$ cat src/rtl/interfaz_uart_alu.sv
// UART-to-ALU sequencer: assembles little-endian operands and an opcode from RX bytes,
// captures the combinational ALU result and streams it back out byte by byte.
module interfaz_uart_alu #(
  parameter int nbits = 8
) (
  input  logic             clk,
  input  logic             reset,
  input  logic [7:0]       rx_dato,
  input  logic             rx_done,
  output logic [7:0]       tx_dato,
  output logic             tx_start,
  input  logic             tx_done,
  output logic [nbits-1:0] buf_A,
  output logic [nbits-1:0] buf_B,
  output logic [5:0]       buf_Op,
  input  logic [nbits-1:0] dato_R,
  output logic             ocupado,
  output logic             perdido
);

  localparam int NB = nbits / 8;
  localparam int CW = $clog2(NB + 1);
  localparam logic [CW-1:0] CNT_LAST = CW'(NB - 1);

  localparam logic [2:0] ST_ESP_A   = 3'd0;
  localparam logic [2:0] ST_ESP_B   = 3'd1;
  localparam logic [2:0] ST_ESP_OP  = 3'd2;
  localparam logic [2:0] ST_CALC    = 3'd3;
  localparam logic [2:0] ST_ENVIAR  = 3'd4;
  localparam logic [2:0] ST_ESP_TX  = 3'd5;

  logic [2:0]       state_q, state_d;
  logic [CW-1:0]    cnt_q, cnt_d;
  logic [nbits-1:0] sh_a_q, sh_a_d;
  logic [nbits-1:0] sh_b_q, sh_b_d;
  logic [nbits-1:0] res_q, res_d;
  logic [nbits-1:0] buf_a_q, buf_a_d;
  logic [nbits-1:0] buf_b_q, buf_b_d;
  logic [5:0]       buf_op_q, buf_op_d;
  logic [7:0]       tx_dato_q, tx_dato_d;
  logic             tx_start_q, tx_start_d;
  logic             ocupado_q, ocupado_d;
  logic             perdido_q, perdido_d;
  logic             busy;

  assign busy = (state_q == ST_CALC) || (state_q == ST_ENVIAR) || (state_q == ST_ESP_TX);

  always_comb begin
    state_d    = state_q;
    cnt_d      = cnt_q;
    sh_a_d     = sh_a_q;
    sh_b_d     = sh_b_q;
    res_d      = res_q;
    buf_a_d    = buf_a_q;
    buf_b_d    = buf_b_q;
    buf_op_d   = buf_op_q;
    tx_dato_d  = tx_dato_q;
    tx_start_d = 1'b0;
    ocupado_d  = busy;
    perdido_d  = perdido_q;

    // Any byte arriving while the result path owns the FSM is lost.
    if (rx_done && busy) begin
      perdido_d = 1'b1;
    end

    case (state_q)
      ST_ESP_A: begin
        if (rx_done) begin
          for (int unsigned i = 0; i < NB; i++) begin
            if (cnt_q == i[CW-1:0]) sh_a_d[i*8 +: 8] = rx_dato;
          end
          if (cnt_q == CNT_LAST) begin
            cnt_d   = '0;
            state_d = ST_ESP_B;
          end else begin
            cnt_d = cnt_q + 1'b1;
          end
        end
      end
      ST_ESP_B: begin
        if (rx_done) begin
          for (int unsigned i = 0; i < NB; i++) begin
            if (cnt_q == i[CW-1:0]) sh_b_d[i*8 +: 8] = rx_dato;
          end
          if (cnt_q == CNT_LAST) begin
            cnt_d   = '0;
            state_d = ST_ESP_OP;
          end else begin
            cnt_d = cnt_q + 1'b1;
          end
        end
      end
      ST_ESP_OP: begin
        // Operands reach the ALU together with the opcode so buf_* never show a partial value.
        if (rx_done) begin
          buf_a_d  = sh_a_q;
          buf_b_d  = sh_b_q;
          buf_op_d = rx_dato[5:0];
          state_d  = ST_CALC;
        end
      end
      ST_CALC: begin
        res_d   = dato_R;
        cnt_d   = '0;
        state_d = ST_ENVIAR;
      end
      ST_ENVIAR: begin
        for (int unsigned i = 0; i < NB; i++) begin
          if (cnt_q == i[CW-1:0]) tx_dato_d = res_q[i*8 +: 8];
        end
        tx_start_d = 1'b1;
        state_d    = ST_ESP_TX;
      end
      ST_ESP_TX: begin
        if (tx_done) begin
          if (cnt_q == CNT_LAST) begin
            cnt_d   = '0;
            state_d = ST_ESP_A;
          end else begin
            cnt_d   = cnt_q + 1'b1;
            state_d = ST_ENVIAR;
          end
        end
      end
      default: begin
        cnt_d   = '0;
        state_d = ST_ESP_A;
      end
    endcase
  end

  always_ff @(posedge clk) begin
    if (reset) begin
      state_q    <= ST_ESP_A;
      cnt_q      <= '0;
      sh_a_q     <= '0;
      sh_b_q     <= '0;
      res_q      <= '0;
      buf_a_q    <= '0;
      buf_b_q    <= '0;
      buf_op_q   <= '0;
      tx_dato_q  <= '0;
      tx_start_q <= 1'b0;
      ocupado_q  <= 1'b0;
      perdido_q  <= 1'b0;
    end else begin
      state_q    <= state_d;
      cnt_q      <= cnt_d;
      sh_a_q     <= sh_a_d;
      sh_b_q     <= sh_b_d;
      res_q      <= res_d;
      buf_a_q    <= buf_a_d;
      buf_b_q    <= buf_b_d;
      buf_op_q   <= buf_op_d;
      tx_dato_q  <= tx_dato_d;
      tx_start_q <= tx_start_d;
      ocupado_q  <= ocupado_d;
      perdido_q  <= perdido_d;
    end
  end

  assign buf_A    = buf_a_q;
  assign buf_B    = buf_b_q;
  assign buf_Op   = buf_op_q;
  assign tx_dato  = tx_dato_q;
  assign tx_start = tx_start_q;
  assign ocupado  = ocupado_q;
  assign perdido  = perdido_q;

endmodule

$ cat config.mk
export PLATFORM = sky130hd
export DESIGN_NAME = interfaz_uart_alu
export DESIGN_NICKNAME = d
export VERILOG_FILES = /design/src/rtl/interfaz_uart_alu.sv
export SDC_FILE = /design/constraint.sdc
export NUM_CORES = 1
export LEC_CHECK = 0
export ABC_AREA = 0
export BUFFER_PORTS_ARGS = -buffer_cell sky130_fd_sc_hd__buf_2
export CORE_ASPECT_RATIO = 1.1
export CORE_MARGIN = 3
export CORE_UTILIZATION = 34
export DETAILED_ROUTE_END_ITERATION = 7
export PLACE_DENSITY_LB_ADDON = 0.15
export RECOVER_POWER = 50
export SETUP_SLACK_MARGIN = 0.5
export SYNTH_ARGS = -nofsm -noshare
export SYNTH_HDL_FRONTEND = slang
export SYNTH_SLANG_ARGS = --single-unit
$ cat constraint.sdc
create_clock -name clk -period 1.6 [get_ports clk]
set_clock_uncertainty 0.2 [all_clocks]
set_input_delay 0.08 -clock clk [delete_from_list [all_inputs] [get_ports clk]]
set_output_delay 0.08 -clock clk [all_outputs]
set_load 0.02 [all_outputs]
==> results.json, run 1 <==
{
  "status": "finished, final reports clean",
  "ys_seq_area_share_pct": 55.11,
  "worstSetupPathType": "register to register",
  "synth_top_area_share_pct": 55.11,
  "port_buffers": 52,
  "antennaDiodeCount": 0,
  "crit_chain": "buf_6 > nor3b_4 > buf_6 > mux2i_1 > nor2_1",
  "slew_headroom_pct": 80.02,
  "cts_buffers": 9,
  "routed_wl_um": 5080,
  "ys_ff_latch": 60,
  "worstMarginPinSlew_ns": 0.2998,
  "irDropWorstVdd_v": 0.0005255,
  "routed-via-count": 1858,
  "fmax_mhz": 683.5,
  "place_congestion": 0.7037,
  "synth_edf_count": 0,
  "cts_max_level": 3,
  "power_mw": 3.194,
  "grt_max_degree": 61,
  "hpwlAfterDp_um": 3123,
  "track_usage_pct": 14.88,
  "netlist_area_um2": 2180,
  "synth.area.top_cells": "dfxtp_1, mux2i_1, nand2_1, a21oi_1, nor2_1",
  "dr.pass1.iters": 4,
  "power.density_nw_per_um2": 971.0,
  "rows": 29,
  "start_util_pct": 36.41,
  "drive_gt1_share_pct": 29.97,
  "hold_class": "primary input to register",
  "drtIter0Drc": 70,
  "cap_violations": 0,
  "cts.sinks": 60,
  "p_leak_nw": 1.334,
  "ys.flop_type": "dfxtp_1",
  "synth.yosys.warnings": 0,
  "syn_avg_cell_area_um2": 9.120,
  "ctsLongestPathBuffers": 2,
  "grt_pass1_wl_um": 8535,
  "drc": 0,
  "viasPerCell": 4.599,
  "antenna_found_initial": 0,
  "area_delta_synth_final_pct": 50.92,
  "setup_tns_ns": 0,
  "multi_input_area_um2": 938.4,
  "rsz0062_at_grt": "yes",
  "ant_nets": 0,
  "seq_area_um2": 1209,
  "crit_slowest_cell": "dfxtp_1",
  "die_w_um": 82.34,
  "synthTopCellsByCount": "nand2_1, dfxtp_1, a21oi_1",
  "finalNetCount": 342,
  "wire_per_inst_um": 12.57,
  "postSynth.asyncResetShare_pct": 0,
  "end_kind": "register",
  "syn_nets": 259,
  "ys_types": 21,
  "first_global_vias": 1786,
  "coreArea_um2": 5987,
  "synth_top_area_cell": "dfxtp_1",
  "yosys.cell_count.top_type": "nand2_1",
  "critPathLaunchType": "register",
  "hold_viol": 0,
  "grt_overflow": 0,
  "insertion_delay_ns": 0.33,
  "critical_path_arrival_ns": 1.48,
  "crit_path_max_fanout": 8,
  "synthCells": 239,
  "place_ws_ns": 0.01917,
  "finalCriticalPeriod_ns": 1.463,
  "cts_tree": "yes",
  "period_share_pct": 91.44,
  "setup_violations": 0,
  "die_area_um2": 7409,
  "crit_top_cell": "buf_6",
  "maxSlewViolCount": 0,
  "die_h_um": 89.98,
  "cts_root_buf": "clkbuf_8",
  "slowest_delay_ns": 0.36,
  "io_pins": 53,
  "required_ns": 1.61,
  "path_clk_slew_ns": 0.07,
  "n_fill_cell": 567,
  "final.setup.worst_slack_ns": 0.1369
}
[kinds of logic (layout without fill, tap and decap cells)]
family / after synthesis / count (layout) / share of synthesized area (%)
muxes: 24 / 24 / 11.02
buffers and inverters: 18 / 106 / 4.191
DFF: 60 / 60 / 55.11
AOI/OAI and AO/OA: 35 / 35 / 8.324
and+or+nand+nor: 102 / 102 / 21.35
[sequential cells by signal, indices dropped and copies added, names as in the netlist]
register,count
buf_A,8
buf_B,8
res_q,8
sh_a_q,8
sh_b_q,8
tx_dato,8
buf_Op,6
state_q,3
ocupado,1
perdido,1
tx_start,1
[final timing paths]
kind | start | end | slack, ns | cells past startpoint
min | rx_done | sh_a_q[6] | 0.16 | 5
min reg2reg | sh_b_q[5] | buf_B[5] | 0.25 | 2
max | state_q[1] | tx_dato[3] | 0.14 | 5
max reg2reg | state_q[1] | tx_dato[3] | 0.14 | 5
[cells in the final DEF, fill, tap and decap left out, types with 2 or more instances in the layout]
cell,instances
clkbuf_8,9
buf_2,19
buf_12,2
dfxtp_1,58
inv_6,2
a21oi_1,32
buf_6,40
clkinv_2,2
nor2_1,26
clkinv_4,2
dfxtp_4,2
mux2i_1,23
nand2_2,3
nand2_1,59
dlygate4sd3_1,19
nand3b_1,2
nand2b_1,2
buf_4,9
[per-layer routing]
layer	part of all wire, %	global-route usage [%]	wire [um]	up-vias
li1	-	-	-	957
met1	45	18.09	2269	853
met2	48	23.20	2447	43
met3	6.0	5.500	307	5
met4	1.1	6.233	56	0
met5	0	0	0	-
[report_power, final]
part | switching [mW] | internal, mW | total, mW
Combinational | 0.131 | 0.147 | 0.278
Sequential | 0.0258 | 1.53 | 1.55
Clock | 0.634 | 0.729 | 1.36
[final cells by class]
type,count,share of cell area (%)
clock buffers,9,3.766
clock inverters,7,2.282
multi-input cells,161,28.53
flip-flops and latches,60,36.74
well taps,77,2.929
repair buffers,90,25.75
[per-stage QoR]
stage	util [%]	instance area (um^2)	instances	hold slack [ns]
floorplan	-	2223	239	0.01602
global placement	42.76	2560	361	0.1137
detailed placement	42.76	2560	361	0.1218
CTS	54.04	3236	400	0.1404
global route	54.94	3289	404	0.1786
finish	54.94	3289	404	0.1553
[critical path: cells and delay by family (launching register included)]
family	cells	cell delay, ns
DFF	1	0.36
buffers and inverters	2	0.33
and+or+nand+nor	2	0.25
muxes	1	0.20
[repair_timing]
item,4_1_cts,5_1_grt
buffers inserted,3,4
cloned,1,0
endpoints found under the setup margin,90,86
hold buffers,19,0
resized for setup,94,28
pin swaps,4,4
endpoints found under the hold margin,41,0
(Power assumes the default switching activity.)
==> run 2: changes to the inputs <==
--- a/config.mk
+++ b/config.mk
@@ -6,12 +6,12 @@
 export NUM_CORES = 1
 export LEC_CHECK = 0
 export ABC_AREA = 0
-export BUFFER_PORTS_ARGS = -buffer_cell sky130_fd_sc_hd__buf_2
+export BUFFER_PORTS_ARGS = -buffer_cell sky130_fd_sc_hd__buf_4
 export CORE_ASPECT_RATIO = 1.1
 export CORE_MARGIN = 3
-export CORE_UTILIZATION = 34
+export CORE_UTILIZATION = 52
 export DETAILED_ROUTE_END_ITERATION = 7
-export PLACE_DENSITY_LB_ADDON = 0.15
+export PLACE_DENSITY = 0.81
 export RECOVER_POWER = 50
 export SETUP_SLACK_MARGIN = 0.5
 export SYNTH_ARGS = -nofsm -noshare
==> results.json, run 2 (synthesis results as in run 1) <==
{
  "end_kind": "register",
  "final_common_cell": "dfxtp_1",
  "grt_max_degree": 61,
  "place_congestion": 0.7097,
  "p_leak_nw": 1.371,
  "track_usage_pct": 24.23,
  "worstSetupPathType": "register to register",
  "cts.sinks": 60,
  "hpwlAfterDp_um": 2914,
  "ff2ff_path_depth": 5,
  "cts_buffers": 9,
  "die_h_um": 73.90,
  "wire_per_inst_um": 15.63,
  "dr.pass1.iters": 4,
  "rows": 24,
  "die_area_um2": 5005,
  "rsz0062_at_grt": "yes",
  "status": "finished, final reports clean",
  "fmax_mhz": 679.5,
  "antennaDiodeCount": 0,
  "cts_max_level": 3,
  "timing.rr.end": "buf_B[1]",
  "grt_pass1_wl_um": 8666,
  "insertion_delay_ns": 0.34,
  "rrSetupSlack_ns": 0.13,
  "pwr-share-seq_pct": 47.9,
  "hold_viol": 0,
  "power.density_nw_per_um2": 967.4,
  "period_share_pct": 91.97,
  "intPower_mw": 2.496,
  "drtIter0Drc": 107,
  "finalNetCount": 345,
  "crit_path_max_fanout": 7,
  "clockPowerShare_pct": 42.4,
  "antenna_found_initial": 0,
  "p_sw_share_pct": 23.27,
  "cts_root_buf": "clkbuf_8",
  "finalCriticalPeriod_ns": 1.472,
  "required_ns": 1.65,
  "viasPerCell": 5.285,
  "hold_class": "primary input to register",
  "port_buffers": 52,
  "grt_overflow": 0,
  "ant_nets": 0,
  "critPathLaunchType": "register",
  "area_delta_synth_final_pct": 54.31,
  "holdPathStages": 2,
  "comb_power_share_pct": 9.7,
  "irDropWorstVdd_v": 0.0007415,
  "path_clk_slew_ns": 0.07,
  "die_w_um": 67.73,
  "drive_gt1_share_pct": 33.03,
  "switching_power_mw": 0.7573,
  "mostFrequentLayoutCells": "dfxtp_1, nand2_1, buf_6",
  "slew_headroom_pct": 59.74,
  "setup_violations": 0,
  "min_to": "tx_dato[1]",
  "critical_path_arrival_ns": 1.52,
  "drc": 0,
  "hold_start": "reset",
  "reg2reg_from": "state_q[1]",
  "power_mw": 3.254,
  "cts_tree": "yes",
  "first_global_vias": 1873,
  "start_util_pct": 54.57,
  "ctsLongestPathBuffers": 2,
  "layoutNonFillerInstCount": 382,
  "dpl.cell_count": 333,
  "maxSlewViolCount": 0,
  "routed-via-count": 2019,
  "io_pins": 53,
  "coreArea_um2": 3994,
  "worstMarginPinSlew_ns": 0.6039,
  "cap_violations": 0,
  "routed_wl_um": 5971
}
==> run 2: cell count changes in the layout (fill, tap and decap cells not counted), sizes merged <==
cell,delta
clkinvlp,+1
and4bb,+3
clkbuf,+3
dlygate4sd3,-1
buf,+1
inv,-2
clkinv,-2
==> run 2: power by group through the flow <==
stage | sequential, mW | combinational (mW) | clock (mW)
6_report | 1.56 | 0.316 | 1.38
2_1_floorplan | 1.59 | 0.140 | 0
5_1_grt | 1.56 | 0.338 | 1.45
4_1_cts | 1.55 | 0.300 | 1.38
3_3_place_gp | 1.59 | 0.210 | 0
3_5_place_dp | 1.59 | 0.215 | 0
==> run 2: repair_timing <==
| item | 4_1_cts | 5_1_grt |
|---|---|---|
| endpoints found under the hold margin | 34 | 0 |
| gates resized for setup | 33 | 62 |
| pin swaps | 8 | 2 |
| hold buffers | 18 | 0 |
| cloned | 4 | 0 |
| endpoints found under the setup margin | 65 | 91 |
| buffers inserted | 8 | 3 |
==> run 2: cell type report <==
cell class	instances	area (um^2)
Sequential cell	60	1212
Multi-Input combinational cell	164	994.7
Timing Repair Buffer	90	888.4
Fill cell	248	630.6
Clock buffer	12	155.1
Tap cell	52	65.06
Clock inverter	4	47.55
==> run 2: worst max-delay path: stages, from the launching register on <==
cell	delay, ns
dfxtp_4	0.38
buf_4	0.12
buf_6	0.12
and4bb_4	0.30
nand2_1	0.08
a21oi_1	0.19
==> run 2: through the flow <==
step	hold WS [ns]	util, %	cell area, um^2	TNS [ns]	setup slack [ns]
2_1_floorplan	0.01602	-	2223	0	0.2085
3_3_place_gp	0.1087	66.01	2636	0	0.05719
3_5_place_dp	0.1188	66.01	2636	-0.003470	-0.003470
4_1_cts	0.02137	80.64	3221	0	0.1479
5_1_grt	0.05280	84.21	3363	0	0.06043
6_report	0.02690	84.21	3363	0	0.1284
==> run 2: worst max-delay path by stage <==
stage	startpoint	end
after floorplan	state_q[1]	sh_a_q[0]
after global placement	state_q[0]	sh_a_q[7]
after detailed placement	state_q[0]	sh_a_q[2]
after CTS	state_q[0]	sh_a_q[2]
after global routing	state_q[2]	tx_dato[2]
final	state_q[1]	buf_B[1]
==> run 2: layer usage <==
metal  up-vias  GRT usage, %  routed length, um
li1        975             -                  -
met1       943         26.69               2297
met2        79         39.46               3075
met3        22         9.174                376
met4         0         14.19                222
met5         -             0                  0
